### src/rtl/fifo_wr_arb_if.sv
// rtl/fifo_wr_arb_if.sv - source/FIFO write-side bundle for the two-source burst arbiter
interface fifo_wr_arb_if #(
  parameter int DATA_WIDTH = 64
);
  logic                  arb_en;
  logic                  src0_req;
  logic                  src1_req;
  logic                  src0_valid;
  logic                  src1_valid;
  logic [DATA_WIDTH-1:0] src0_data;
  logic [DATA_WIDTH-1:0] src1_data;
  logic                  src0_ready;
  logic                  src1_ready;
  logic                  src0_done;
  logic                  src1_done;
  logic                  fifo_wr_en;
  logic [DATA_WIDTH-1:0] fifo_wr_data;
  logic                  fifo_wr_vld;
  logic                  busy;
  logic                  gnt_id;

  modport slave (
    input  arb_en, src0_req, src1_req, src0_valid, src1_valid,
    input  src0_data, src1_data, fifo_wr_vld,
    output src0_ready, src1_ready, src0_done, src1_done,
    output fifo_wr_en, fifo_wr_data, busy, gnt_id
  );

  modport master (
    output arb_en, src0_req, src1_req, src0_valid, src1_valid,
    output src0_data, src1_data, fifo_wr_vld,
    input  src0_ready, src1_ready, src0_done, src1_done,
    input  fifo_wr_en, fifo_wr_data, busy, gnt_id
  );
endinterface

### src/rtl/fifo_wr_arb.sv
// rtl/fifo_wr_arb.sv - round-robin burst arbiter feeding one FIFO write port
// A grant is locked for BURST_LEN beats; one IDLE cycle always separates bursts.
module fifo_wr_arb #(
  parameter int DATA_WIDTH = 64,
  parameter int BURST_LEN  = 16,
  parameter int BCNT_WIDTH = 4
) (
  input  logic         clk,
  input  logic         rst,
  fifo_wr_arb_if.slave bus
);
  typedef enum logic {
    IDLE  = 1'b0,
    BURST = 1'b1
  } state_t;

  localparam logic [BCNT_WIDTH-1:0] BCNT_LAST = BCNT_WIDTH'(BURST_LEN - 1);

  state_t                state_q, state_d;
  logic [1:0]            gnt_q, gnt_d;
  logic                  rr_q, rr_d;
  logic [BCNT_WIDTH-1:0] bcnt_q, bcnt_d;
  logic [1:0]            done_q, done_d;
  logic                  gnt_id_q, gnt_id_d;

  logic [1:0]            ready;
  logic [1:0]            beat;
  logic                  last_beat;
  logic                  any_req;
  logic                  winner;
  logic [DATA_WIDTH-1:0] wr_data;

  always_comb begin
    // Ready is masked during reset so a half-finished burst cannot push one more beat.
    ready     = rst ? 2'b00 : (gnt_q & {2{bus.fifo_wr_vld}});
    beat      = ready & {bus.src1_valid, bus.src0_valid};
    last_beat = (|beat) && (bcnt_q == BCNT_LAST);
    any_req   = bus.src0_req | bus.src1_req;
    winner    = (bus.src0_req && bus.src1_req) ? rr_q : bus.src1_req;

    wr_data = '0;
    if (gnt_q[0]) begin
      wr_data = bus.src0_data;
    end else if (gnt_q[1]) begin
      wr_data = bus.src1_data;
    end

    state_d  = state_q;
    gnt_d    = gnt_q;
    rr_d     = rr_q;
    bcnt_d   = bcnt_q;
    done_d   = 2'b00;
    gnt_id_d = gnt_id_q;

    case (state_q)
      IDLE: begin
        if (bus.arb_en && any_req) begin
          state_d  = BURST;
          gnt_d    = winner ? 2'b10 : 2'b01;
          gnt_id_d = winner;
          bcnt_d   = '0;
        end
      end
      BURST: begin
        if (|beat) begin
          bcnt_d = bcnt_q + 1'b1;
          if (last_beat) begin
            // The loser of this burst gets priority next time.
            state_d = IDLE;
            gnt_d   = 2'b00;
            bcnt_d  = '0;
            done_d  = gnt_q;
            rr_d    = ~gnt_id_q;
          end
        end
      end
      default: state_d = IDLE;
    endcase
  end

  always_ff @(posedge clk) begin
    if (rst) begin
      state_q  <= IDLE;
      gnt_q    <= 2'b00;
      rr_q     <= 1'b0;
      bcnt_q   <= '0;
      done_q   <= 2'b00;
      gnt_id_q <= 1'b0;
    end else begin
      state_q  <= state_d;
      gnt_q    <= gnt_d;
      rr_q     <= rr_d;
      bcnt_q   <= bcnt_d;
      done_q   <= done_d;
      gnt_id_q <= gnt_id_d;
    end
  end

  assign bus.src0_ready   = ready[0];
  assign bus.src1_ready   = ready[1];
  assign bus.src0_done    = done_q[0];
  assign bus.src1_done    = done_q[1];
  assign bus.fifo_wr_en   = |beat;
  assign bus.fifo_wr_data = wr_data;
  assign bus.busy         = (state_q == BURST);
  assign bus.gnt_id       = gnt_id_q;
endmodule

### src/flat_wrapper.sv
// flat-port wrapper written by rule: the top's interface ports become plain ports
module fifo_wr_arb_flat 
#(
  parameter int DATA_WIDTH = 64,
  parameter int BURST_LEN  = 16,
  parameter int BCNT_WIDTH = 4
)
  (clk, rst, bus_arb_en, bus_src0_req, bus_src1_req, bus_src0_valid, bus_src1_valid, bus_src0_data, bus_src1_data, bus_fifo_wr_vld, bus_src0_ready, bus_src1_ready, bus_src0_done, bus_src1_done, bus_fifo_wr_en, bus_fifo_wr_data, bus_busy, bus_gnt_id);
  fifo_wr_arb_if #(.DATA_WIDTH(DATA_WIDTH)) bus_i ();
  input  logic clk;
  input  logic rst;
  input wire logic [$bits(bus_i.arb_en)-1:0] bus_arb_en;
  input wire logic [$bits(bus_i.src0_req)-1:0] bus_src0_req;
  input wire logic [$bits(bus_i.src1_req)-1:0] bus_src1_req;
  input wire logic [$bits(bus_i.src0_valid)-1:0] bus_src0_valid;
  input wire logic [$bits(bus_i.src1_valid)-1:0] bus_src1_valid;
  input wire logic [$bits(bus_i.src0_data)-1:0] bus_src0_data;
  input wire logic [$bits(bus_i.src1_data)-1:0] bus_src1_data;
  input wire logic [$bits(bus_i.fifo_wr_vld)-1:0] bus_fifo_wr_vld;
  output wire logic [$bits(bus_i.src0_ready)-1:0] bus_src0_ready;
  output wire logic [$bits(bus_i.src1_ready)-1:0] bus_src1_ready;
  output wire logic [$bits(bus_i.src0_done)-1:0] bus_src0_done;
  output wire logic [$bits(bus_i.src1_done)-1:0] bus_src1_done;
  output wire logic [$bits(bus_i.fifo_wr_en)-1:0] bus_fifo_wr_en;
  output wire logic [$bits(bus_i.fifo_wr_data)-1:0] bus_fifo_wr_data;
  output wire logic [$bits(bus_i.busy)-1:0] bus_busy;
  output wire logic [$bits(bus_i.gnt_id)-1:0] bus_gnt_id;
  assign bus_i.arb_en = bus_arb_en;
  assign bus_i.src0_req = bus_src0_req;
  assign bus_i.src1_req = bus_src1_req;
  assign bus_i.src0_valid = bus_src0_valid;
  assign bus_i.src1_valid = bus_src1_valid;
  assign bus_i.src0_data = bus_src0_data;
  assign bus_i.src1_data = bus_src1_data;
  assign bus_i.fifo_wr_vld = bus_fifo_wr_vld;
  assign bus_src0_ready = bus_i.src0_ready;
  assign bus_src1_ready = bus_i.src1_ready;
  assign bus_src0_done = bus_i.src0_done;
  assign bus_src1_done = bus_i.src1_done;
  assign bus_fifo_wr_en = bus_i.fifo_wr_en;
  assign bus_fifo_wr_data = bus_i.fifo_wr_data;
  assign bus_busy = bus_i.busy;
  assign bus_gnt_id = bus_i.gnt_id;
  fifo_wr_arb #(.DATA_WIDTH(DATA_WIDTH), .BURST_LEN(BURST_LEN), .BCNT_WIDTH(BCNT_WIDTH)) u_core (.clk(clk), .rst(rst), .bus(bus_i));
endmodule
### config.mk
export PLATFORM = sky130hd
export DESIGN_NAME = fifo_wr_arb_flat
export DESIGN_NICKNAME = d
export VERILOG_FILES = /design/src/rtl/fifo_wr_arb_if.sv /design/src/rtl/fifo_wr_arb.sv /design/src/flat_wrapper.sv
export SDC_FILE = /design/constraint.sdc
export NUM_CORES = 1
export LEC_CHECK = 0
export BUFFER_PORTS_ARGS = -buffer_cell sky130_fd_sc_hd__buf_2
export CORE_AREA = 2 2 79 81
export CTS_CLUSTER_SIZE = 16
export DETAILED_ROUTE_END_ITERATION = 12
export DIE_AREA = 0 0 81 83
export PLACE_DENSITY = 0.69
export SLEW_MARGIN = 40
export SYNTH_ARGS = -nofsm -noshare
export SYNTH_HDL_FRONTEND = slang
export SYNTH_SLANG_ARGS = --single-unit
export TNS_END_PERCENT = 100
### constraint.sdc
create_clock -name clk -period 1.76 [get_ports clk]
set_clock_uncertainty 0.1 [all_clocks]
set_input_delay 0.352 -clock clk [delete_from_list [all_inputs] [get_ports clk]]
set_output_delay 0.352 -clock clk [all_outputs]
set_load 0.02 [all_outputs]
[Word-level counts from Yosys, hierarchy flattened]
Index checks and enable logic that the tools add are counted.
Cells by class
  add/subtract/negate cells: 1
  equal/unequal tests: 4
  multiplexer cells: 17
  bitwise operators: 7
  reductions and logical operators: 9
Operator list (count)
  $mux W64: 2
  $mux W4: 3
  $mux W2: 5
  $pmux W4 S2: 1
  $reduce_and A3 Y1: 2
  $add A4 B1 Y4 const B: 1
  $and A2 B2 Y2: 2
  $eq A4 B4 Y1 const B: 1
  $mux W1: 4
  $ne A2 B2 Y1 const B: 2
  $not A1 Y1: 4
  $pmux W2 S2: 1
  $reduce_and A2 Y1: 2
  $reduce_or A4 Y1: 1
  $logic_and A1 B1 Y1: 3
  $ne A2 B1 Y1 const B: 1
  $pmux W1 S2: 1
  $reduce_or A2 Y1: 1
  $or A1 B1 Y1: 1
Word-level totals
  bits in registers: 11
  output and inout bits: 71
  logic and storage cells: 44

[Longest topological paths before layout]
Gate-level depths: netlist of run 1.
  depth in word-level cells: 8
  gate-level depth with buffers: 5
  gate-level depth less buffers: 4

[Worst setup path after synthesis of run 1]
Ideal clock, no wire load.
  kind: reg2out
  start point: reg u_core.gnt_q[0]
  end point: out bus_fifo_wr_data[34]
  data arrival time: 1.153 ns
  slack: 0.155 ns
  cell stages (with the launch flop): 5
  buffers on the path: 3
  path through: dfxtp_1 buf_4 buf_2 buf_1 a22o_1
On the way
  cells in the longest elaborated chain, start to end: 1
RTL lines
  start, declared: RTL line fifo_wr_arb.sv:20  | logic [1:0] gnt_q, gnt_d;
  start signal, assigned: RTL line fifo_wr_arb.sv:91  | gnt_q <= gnt_d;
  $mux W64: RTL line fifo_wr_arb.sv:42  | if (gnt_q[0]) begin
  end, declared: RTL line flat_wrapper.sv:25  | output wire logic [$bits(bus_i.fifo_wr_data)-1:0] bus_fifo_wr_data;
No other way between the ends.

[Worst setup path after layout of run 1]
  start point: reg u_core.gnt_q[0]
  end point: out bus_fifo_wr_data[33]
Same word-level chain as after synthesis.

==> flow_summary_export.csv, run 1 <==
group,metric,value,unit
setup_path,crit_path_cell_trace,"nor2b_4 > buf_8 > clkbuf_16 > a22o_1 > buf_6",
hold_path,hold_depth,3,
yosys,synth_edf_count,0,
setup_path,worst_setup_path_start_kind,"register",
timing,timing.final.crit_period,1770,ps
global_routing,first_pass_grt_wire_length,9.21,mm
setup_path,critical_path.n_buffers_inverters,3,
cts,max_clock_buf_depth,2,
setup_path,criticalPathCategory,"reg -> out",
timing,final-setup-viol-count,10,
setup_path,setup.reg_to_reg.worst_slack,120,ps
yosys,yosys_register_bits,11,
detailed_routing,finalWirelength,7.34,mm
floorplan,fp.coreArea,5820,um2
timing,fmax,564,MHz
yosys,syn-num-nets,275,
cts,h-tree-depth,1,
hold_path,min-delay-start,"bus_src1_req",
timing,timing.max_slew.rel_slack,0.743,
pwr,power.static_leakage,1.56,nW
finish,final_layout_size_suffix_gt1_frac,0.672,
pwr,sequentialPowerShare,0.213,
timing,fin_crit_sh,1.01,
yosys,synth_top_cells_by_count,"a22o_1 (65), dfxtp_1 (11), buf_2 (8), clkbuf_1 (6), a21oi_1 (5)",
yosys,ys_types,35,
global_routing,vias_in_the_first_global_route,1848,
detailed_routing,post_drt_wl_per_cell,17.3,um
global_routing,track_usage,0.173,
placement,finalWeightedCongestion,0.917,
flow_run,drv.max_cap_violation_count,0,
placement,buffer_ports.inserted,206,
setup_path,worst-r2r-cell-count,5,
placement,placed_cells_incl_taps,409,
detailed_routing,detail_route.drc_violations,0,
global_routing,number_of_antenna_violations_at_the_first_check_in_global_routing,3,
detailed_routing,via_count,2140,
detailed_routing,ant_nets,0,
setup_path,max_stage_delay,360,ps
finish,multi_input_area,920,um2
yosys,synth.cell_area,1200,um2
pwr,p_sw,436,uW
detailed_routing,drt-pass1-iter-count,5,
placement,detailedPlacementHpwl,5.43,mm
yosys,synthMostInstantiatedCell,"a22o_1",
floorplan,die_y,83,um
cts,worst_skew_pair.late_latency,240,ps
hold_path,holdCritPathClass,"in -> reg",
pwr,intPower,799,uW
cts,cts_hold_buffers,0,
setup_path,worstPathRequired,1310,ps
pwr,p_sw_frac,0.353,
setup_path,worst_setup_path_startpoint,"u_core.gnt_q[0]",
pwr,clock_power_share,0.205,
global_routing,overflow,0,
yosys,seq_area_frac_synth,0.183,
status,status,"complete, but fails checks",
yosys,synthFlopType,"dfxtp_1",
detailed_routing,drt_iter0_drc,109,
yosys,yosysTopAreaCellShare,0.474,
finish,final-seq-area,225,um2
yosys,yosys_warnings,0,
pwr,combPwrFrac,0.581,
setup_path,crit_path_top_delay_cell,"dfxtp_4",
cts,clk_transition_reported_paths,50,ps
finish,post_route_core_utilization,0.497,
detailed_routing,vias_per_cell,5.05,
floorplan,dieArea,6720,um2
timing,totalNegativeSetupSlack,-63.0,ps
timing,postLayoutSetupSlackWorst,-13.6,ps
setup_path,critical_path_peak_fanout,5,
pwr,ir_drop,0.000329,V
finish,syn_to_final_growth,141,%
setup_path,reg2reg_to,"u_core.bcnt_q[2]",
setup_path,crit-reg2reg-launch,"u_core.gnt_q[0]",
cts,tritoncts,"yes",
global_routing,maximum_number_of_pins_on_one_net_before_global_route_repair,54,
floorplan,start_util,0.207,
hold_path,worstHoldEndpoint,"u_core.bus.gnt_id",
finish,fin_nets,486,
cts,cts_num_sinks,11,
yosys,yosys-top-cells-area,"a22o_1 (47%), dfxtp_1 (18%), buf_2 (3.3%)",
pwr,power.density_cell_area,427,nW/um2
timing,worstMarginPinSlew,385,ps
cts,numCtsBuffers,3,
yosys,synthesis.area_per_instance,8.70,um2
floorplan,floorplan_die_width,81,um
status,failed_checks,"setup timing",
timing,rsz0062_at_grt,"true",
setup_path,critPathCaptureType,"output port",
floorplan,placement_rows,28,
cts,clock_root_buffer,"clkbuf_8",
timing,slew_violations,0,
setup_path,crit_arrival,1320,ps
yosys,synth_async_sr_flop_share,0,
finish,layout.cells.non_filler,424,
yosys,synth_top_cell_by_area,"a22o_1",
yosys,postSynthCellCount,138,
floorplan,i_o_pin_count,207,
timing,final_hold_viol_count,0,
finish,filler_cell_count,557,
setup_path,critPathTopFamily,"buffers and inverters",
## power groups by stage
stage	registers (mW)	clock network, mW	logic [mW]
after floorplan	0.269	0	0.286
after global placement	0.269	0	0.556
after detailed placement	0.269	0	0.561
after CTS	0.264	0.259	0.568
after global routing	0.264	0.266	0.759
final	0.263	0.254	0.718
## registers in the layout, summed over array words and instances, names as in the netlist
name               count
u_core.bcnt_q          4
u_core.bus.busy        1
u_core.bus.gnt_id      1
u_core.done_q          2
u_core.gnt_q           2
u_core.rr_q            1
## placed cells by master, fill, tap and decap left out, types with 2 or more instances in the layout
| cell | n |
|---|---|
| clkbuf_16 | 3 |
| a21oi_1 | 5 |
| buf_6 | 52 |
| nand2b_1 | 3 |
| a22o_1 | 65 |
| and2_1 | 2 |
| buf_2 | 142 |
| buf_12 | 3 |
| nand3_1 | 4 |
| nor4b_1 | 2 |
| nor3_1 | 4 |
| and3b_1 | 3 |
| buf_4 | 21 |
| dfxtp_1 | 9 |
| clkbuf_8 | 3 |
## area by class of cell
| class | instances | area share |
|---|---|---|
| Antenna cell | 1 | 0.000866 |
| Multi-Input combinational cell | 111 | 0.318 |
| Tap cell | 75 | 0.0325 |
| Sequential cell | 11 | 0.0779 |
| Clock buffer | 4 | 0.0156 |
| Timing Repair Buffer | 222 | 0.555 |
## how the worst max path moves through the flow
stage	endpoint	slack, ps	cells after the start
2_1_floorplan	bus_fifo_wr_data[34]	150	4
3_3_place_gp	u_core.gnt_q[0]	190	4
3_5_place_dp	u_core.gnt_q[0]	170	4
4_1_cts	bus_fifo_wr_data[42]	4	4
5_1_grt	bus_fifo_wr_data[33]	-60	5
6_report	bus_fifo_wr_data[33]	-10	5
## per-stage QoR
step / area (um2) / total power, mW / hold WS, ps / worst slack (ps)
after CTS: 2390 / 1.09 / 299 / 3.97
after global placement: 2330 / 0.825 / 366 / 191
after global routing: 2890 / 1.29 / 330 / -58.9
after floorplan: 1200 / 0.554 / 358 / 155
after detailed placement: 2330 / 0.830 / 363 / 174
final: 2890 / 1.23 / 314 / -13.6
## tightest hold or removal path, stage by stage
cell	delay (ps)
buf_2	130
nand3_1	70
a21oi_1	60
## kinds of logic (layout without fill, tap and decap cells)
| family | after synthesis | after routing | synth area share |
|---|---|---|---|
| and+or+nand+nor | 29 | 29 | 0.169 |
| buffers and inverters | 16 | 226 | 0.0615 |
| other | 0 | 1 | 0 |
| AOI/OAI and AO/OA | 80 | 80 | 0.568 |
| DFF | 11 | 11 | 0.183 |
| adders and majority gates | 1 | 1 | 0.0104 |
| muxes | 1 | 1 | 0.00833 |
## layer usage
| layer | wire length, um | global-route usage | vias to the layer above |
|---|---|---|---|
| met3 | 670 | 0.0511 | 21 |
| met1 | 2730 | 0.198 | 991 |
| met4 | 163 | 0.0478 | 4 |
| met5 | 37 | 0 | - |
| met2 | 3750 | 0.305 | 118 |
| li1 | - | - | 1006 |
## what timing repair did
action / CTS / global route
gates cloned: 0 / 5
pin swaps: 1 / 1
setup buffers: 0 / 5
resized for setup: 6 / 116
setup endpoints to repair: 25 / 65
Note: power is estimated with default switching activity, not from simulation.
==> inputs of run 2 (changes only) <==
- clock period: 1.76 -> 1.95 ns (I/O delays scaled with it)
==> run 2 against run 1 <==
Against the previous run:
- the flow now finishes without violations
- clock-buffer cell count is the same
- setup slack gained 75 ps
- total power shrank 20%
- combinational power shrank 28%
- final cell count shrank 2.1%
- critical path type unchanged
- largest cell class unchanged
- highest routed layer unchanged
==> flow_summary_export.csv, run 2 (same netlist as run 1, synthesis figures left out) <==
group,metric,value,unit
finish,most_common_library_cell_in_the_layout_ignoring_fill_and_taps,"buf_2",
detailed_routing,detail_route.drc_violations,0,
timing,rsz0062_at_grt,"false",
timing,slew_violations,0,
global_routing,overflow,0,
placement,detailedPlace.worstSlack,234,ps
flow_run,drv.max_cap_violation_count,0,
timing,final_hold_viol_count,0,
timing,fmax,529,MHz
finish,fin_nets,477,
placement,detailedPlacementHpwl,5.38,mm
cts,clk_transition_reported_paths,50,ps
setup_path,cpMostUsedCell,"buf_12",
setup_path,max_stage_delay,380,ps
detailed_routing,finalWirelength,6.60,mm
setup_path,critical_path_peak_fanout,18,
timing,fin_crit_sh,0.969,
cts,cts_hold_buffers,0,
global_routing,vias_in_the_first_global_route,1851,
finish,layout_common_cells,"buf_2 (205), a22o_1 (65), dfxtp_1 (9)",
floorplan,fp.coreArea,5820,um2
timing,postLayoutSetupSlackWorst,61.4,ps
finish,final_layout_size_suffix_gt1_frac,0.661,
finish,layout_top_registers,"u_core.bcnt_q: 4 flops, u_core.done_q: 2 flops, u_core.gnt_q: 2 flops",
floorplan,i_o_pin_count,207,
hold_path,worstHoldEndpoint,"u_core.bcnt_q[1]",
detailed_routing,drt_iter0_drc,71,
timing,totalNegativeSetupSlack,0,ps
setup_path,crit_path_top_delay_cell,"dfxtp_2",
detailed_routing,vias_per_cell,4.79,
setup_path,crit-reg2reg-launch,"u_core.bcnt_q[0]",
detailed_routing,ant_nets,0,
pwr,power.density_cell_area,406,nW/um2
global_routing,track_usage,0.177,
floorplan,die_y,83,um
pwr,p_sw_frac,0.373,
floorplan,floorplan_die_width,81,um
timing,worstMarginPinSlew,415,ps
detailed_routing,post_drt_wl_per_cell,15.9,um
placement,finalWeightedCongestion,0.851,
hold_path,min-delay-start,"rst",
floorplan,start_util,0.207,
setup_path,criticalPathCategory,"reg -> out",
timing,timing.max_slew.rel_slack,0.723,
setup_path,setup.reg_to_reg.worst_slack,380,ps
floorplan,placement_rows,28,
detailed_routing,drt-pass1-iter-count,5,
cts,cts_num_sinks,11,
cts,max_clock_buf_depth,2,
cts,worst_skew_pair.late_latency,240,ps
pwr,intPower,621,uW
floorplan,dieArea,6720,um2
setup_path,crit_path_cell_trace,"nor2b_4 > buf_12 > buf_12 > a22o_1 > buf_2",
finish,largest_register_ffs,4,
timing,final-setup-viol-count,0,
setup_path,worstPathRequired,1460,ps
setup_path,critPathCaptureType,"output port",
timing,timing.final.crit_period,1890,ps
setup_path,reg2reg_to,"u_core.gnt_q[0]",
global_routing,maximum_number_of_pins_on_one_net_before_global_route_repair,44,
status,status,"finished clean",
setup_path,worst-r2r-cell-count,4,
finish,syn_to_final_growth,103,%
cts,tritoncts,"yes",
hold_path,holdCritPathClass,"in -> reg",
pwr,combPwrFrac,0.521,
pwr,power.static_leakage,1.46,nW
pwr,clock_power_share,0.237,
cts,numCtsBuffers,3,
pwr,fin_total_pwr,991,uW
detailed_routing,via_count,1989,
cts,clock_root_buffer,"clkbuf_8",
global_routing,first_pass_grt_wire_length,9.43,mm
pwr,p_sw,370,uW
pwr,sequentialPowerShare,0.242,
finish,regMostFlops,"u_core.bcnt_q",
global_routing,number_of_antenna_violations_at_the_first_check_in_global_routing,3,
placement,buffer_ports.inserted,206,
hold_path,hold_depth,2,
setup_path,worst_setup_path_start_kind,"register",
cts,h-tree-depth,1,
setup_path,crit_arrival,1400,ps
pwr,ir_drop,0.000316,V
[run 2: changes by cell type in the layout (fill, tap and decap cells not counted), sizes merged]
cell	change
buf	-8
clkbuf	-1
[run 2: critical path, delay by kind of cell (launching register included)]
| kind | cells | cell delay, ps |
|---|---|---|
| flip-flops | 1 | 380 |
| AND/OR/NAND/NOR | 1 | 180 |
| buffers and inverters | 3 | 450 |
| AO/OA/AOI/OAI | 1 | 150 |
[run 2: layer usage]
| layer | track usage | wire (um) | up-vias | share of wire |
|---|---|---|---|---|
| li1 | - | - | 984 | - |
| met1 | 0.200 | 2490 | 885 | 0.38 |
| met2 | 0.317 | 3320 | 106 | 0.50 |
| met3 | 0.0511 | 707 | 10 | 0.11 |
| met4 | 0.0447 | 54 | 4 | 0.0082 |
| met5 | 0 | 26 | - | 0.0039 |
[run 2: final cells by class]
class / instances / area, um2
timing repair buffer: 213 / 1160
multi-input combinational: 111 / 915
clock buffer: 4 / 45.0
antenna: 1 / 2.50
tap: 75 / 93.8
fill: 640 / 3370
sequential: 11 / 223
[run 2: worst max-delay path by stage]
| stage | cells past startpoint | slack, ps | to | from |
|---|---|---|---|---|
| 3_3_place_gp | 4 | 230 | bus_fifo_wr_data[43] | u_core.gnt_q[1] |
| 6_report | 5 | 60 | bus_fifo_wr_data[43] | u_core.gnt_q[1] |
| 3_5_place_dp | 4 | 230 | bus_fifo_wr_data[43] | u_core.gnt_q[1] |
| 2_1_floorplan | 4 | 310 | bus_fifo_wr_data[34] | u_core.gnt_q[0] |
| 5_1_grt | 5 | 8 | bus_fifo_wr_data[3] | u_core.gnt_q[1] |
| 4_1_cts | 3 | 4 | bus_fifo_wr_data[43] | u_core.gnt_q[0] |
[run 2: repair_timing]
item,in CTS,in global routing
endpoints found under the setup margin,6,42
buffers inserted,0,1
resized for setup,1,2
cloned,0,2
[run 2: per-stage QoR]
stage | cell area (um2) | cells | util | hold WS [ps]
6_report | 2440 | 415 | 0.420 | 338
5_1_grt | 2440 | 415 | 0.420 | 358
4_1_cts | 2360 | 411 | 0.406 | 327
2_1_floorplan | 1200 | 138 | - | 358
3_5_place_dp | 2320 | 407 | 0.398 | 359
3_3_place_gp | 2320 | 407 | 0.398 | 367
[run 2: power by group through the flow]
stage / logic, mW / registers (mW) / clock network (mW)
after floorplan: 0.258 / 0.243 / 0
after global placement: 0.498 / 0.243 / 0
after detailed placement: 0.501 / 0.244 / 0
after CTS: 0.502 / 0.239 / 0.245
after global routing: 0.558 / 0.240 / 0.254
final: 0.517 / 0.239 / 0.235
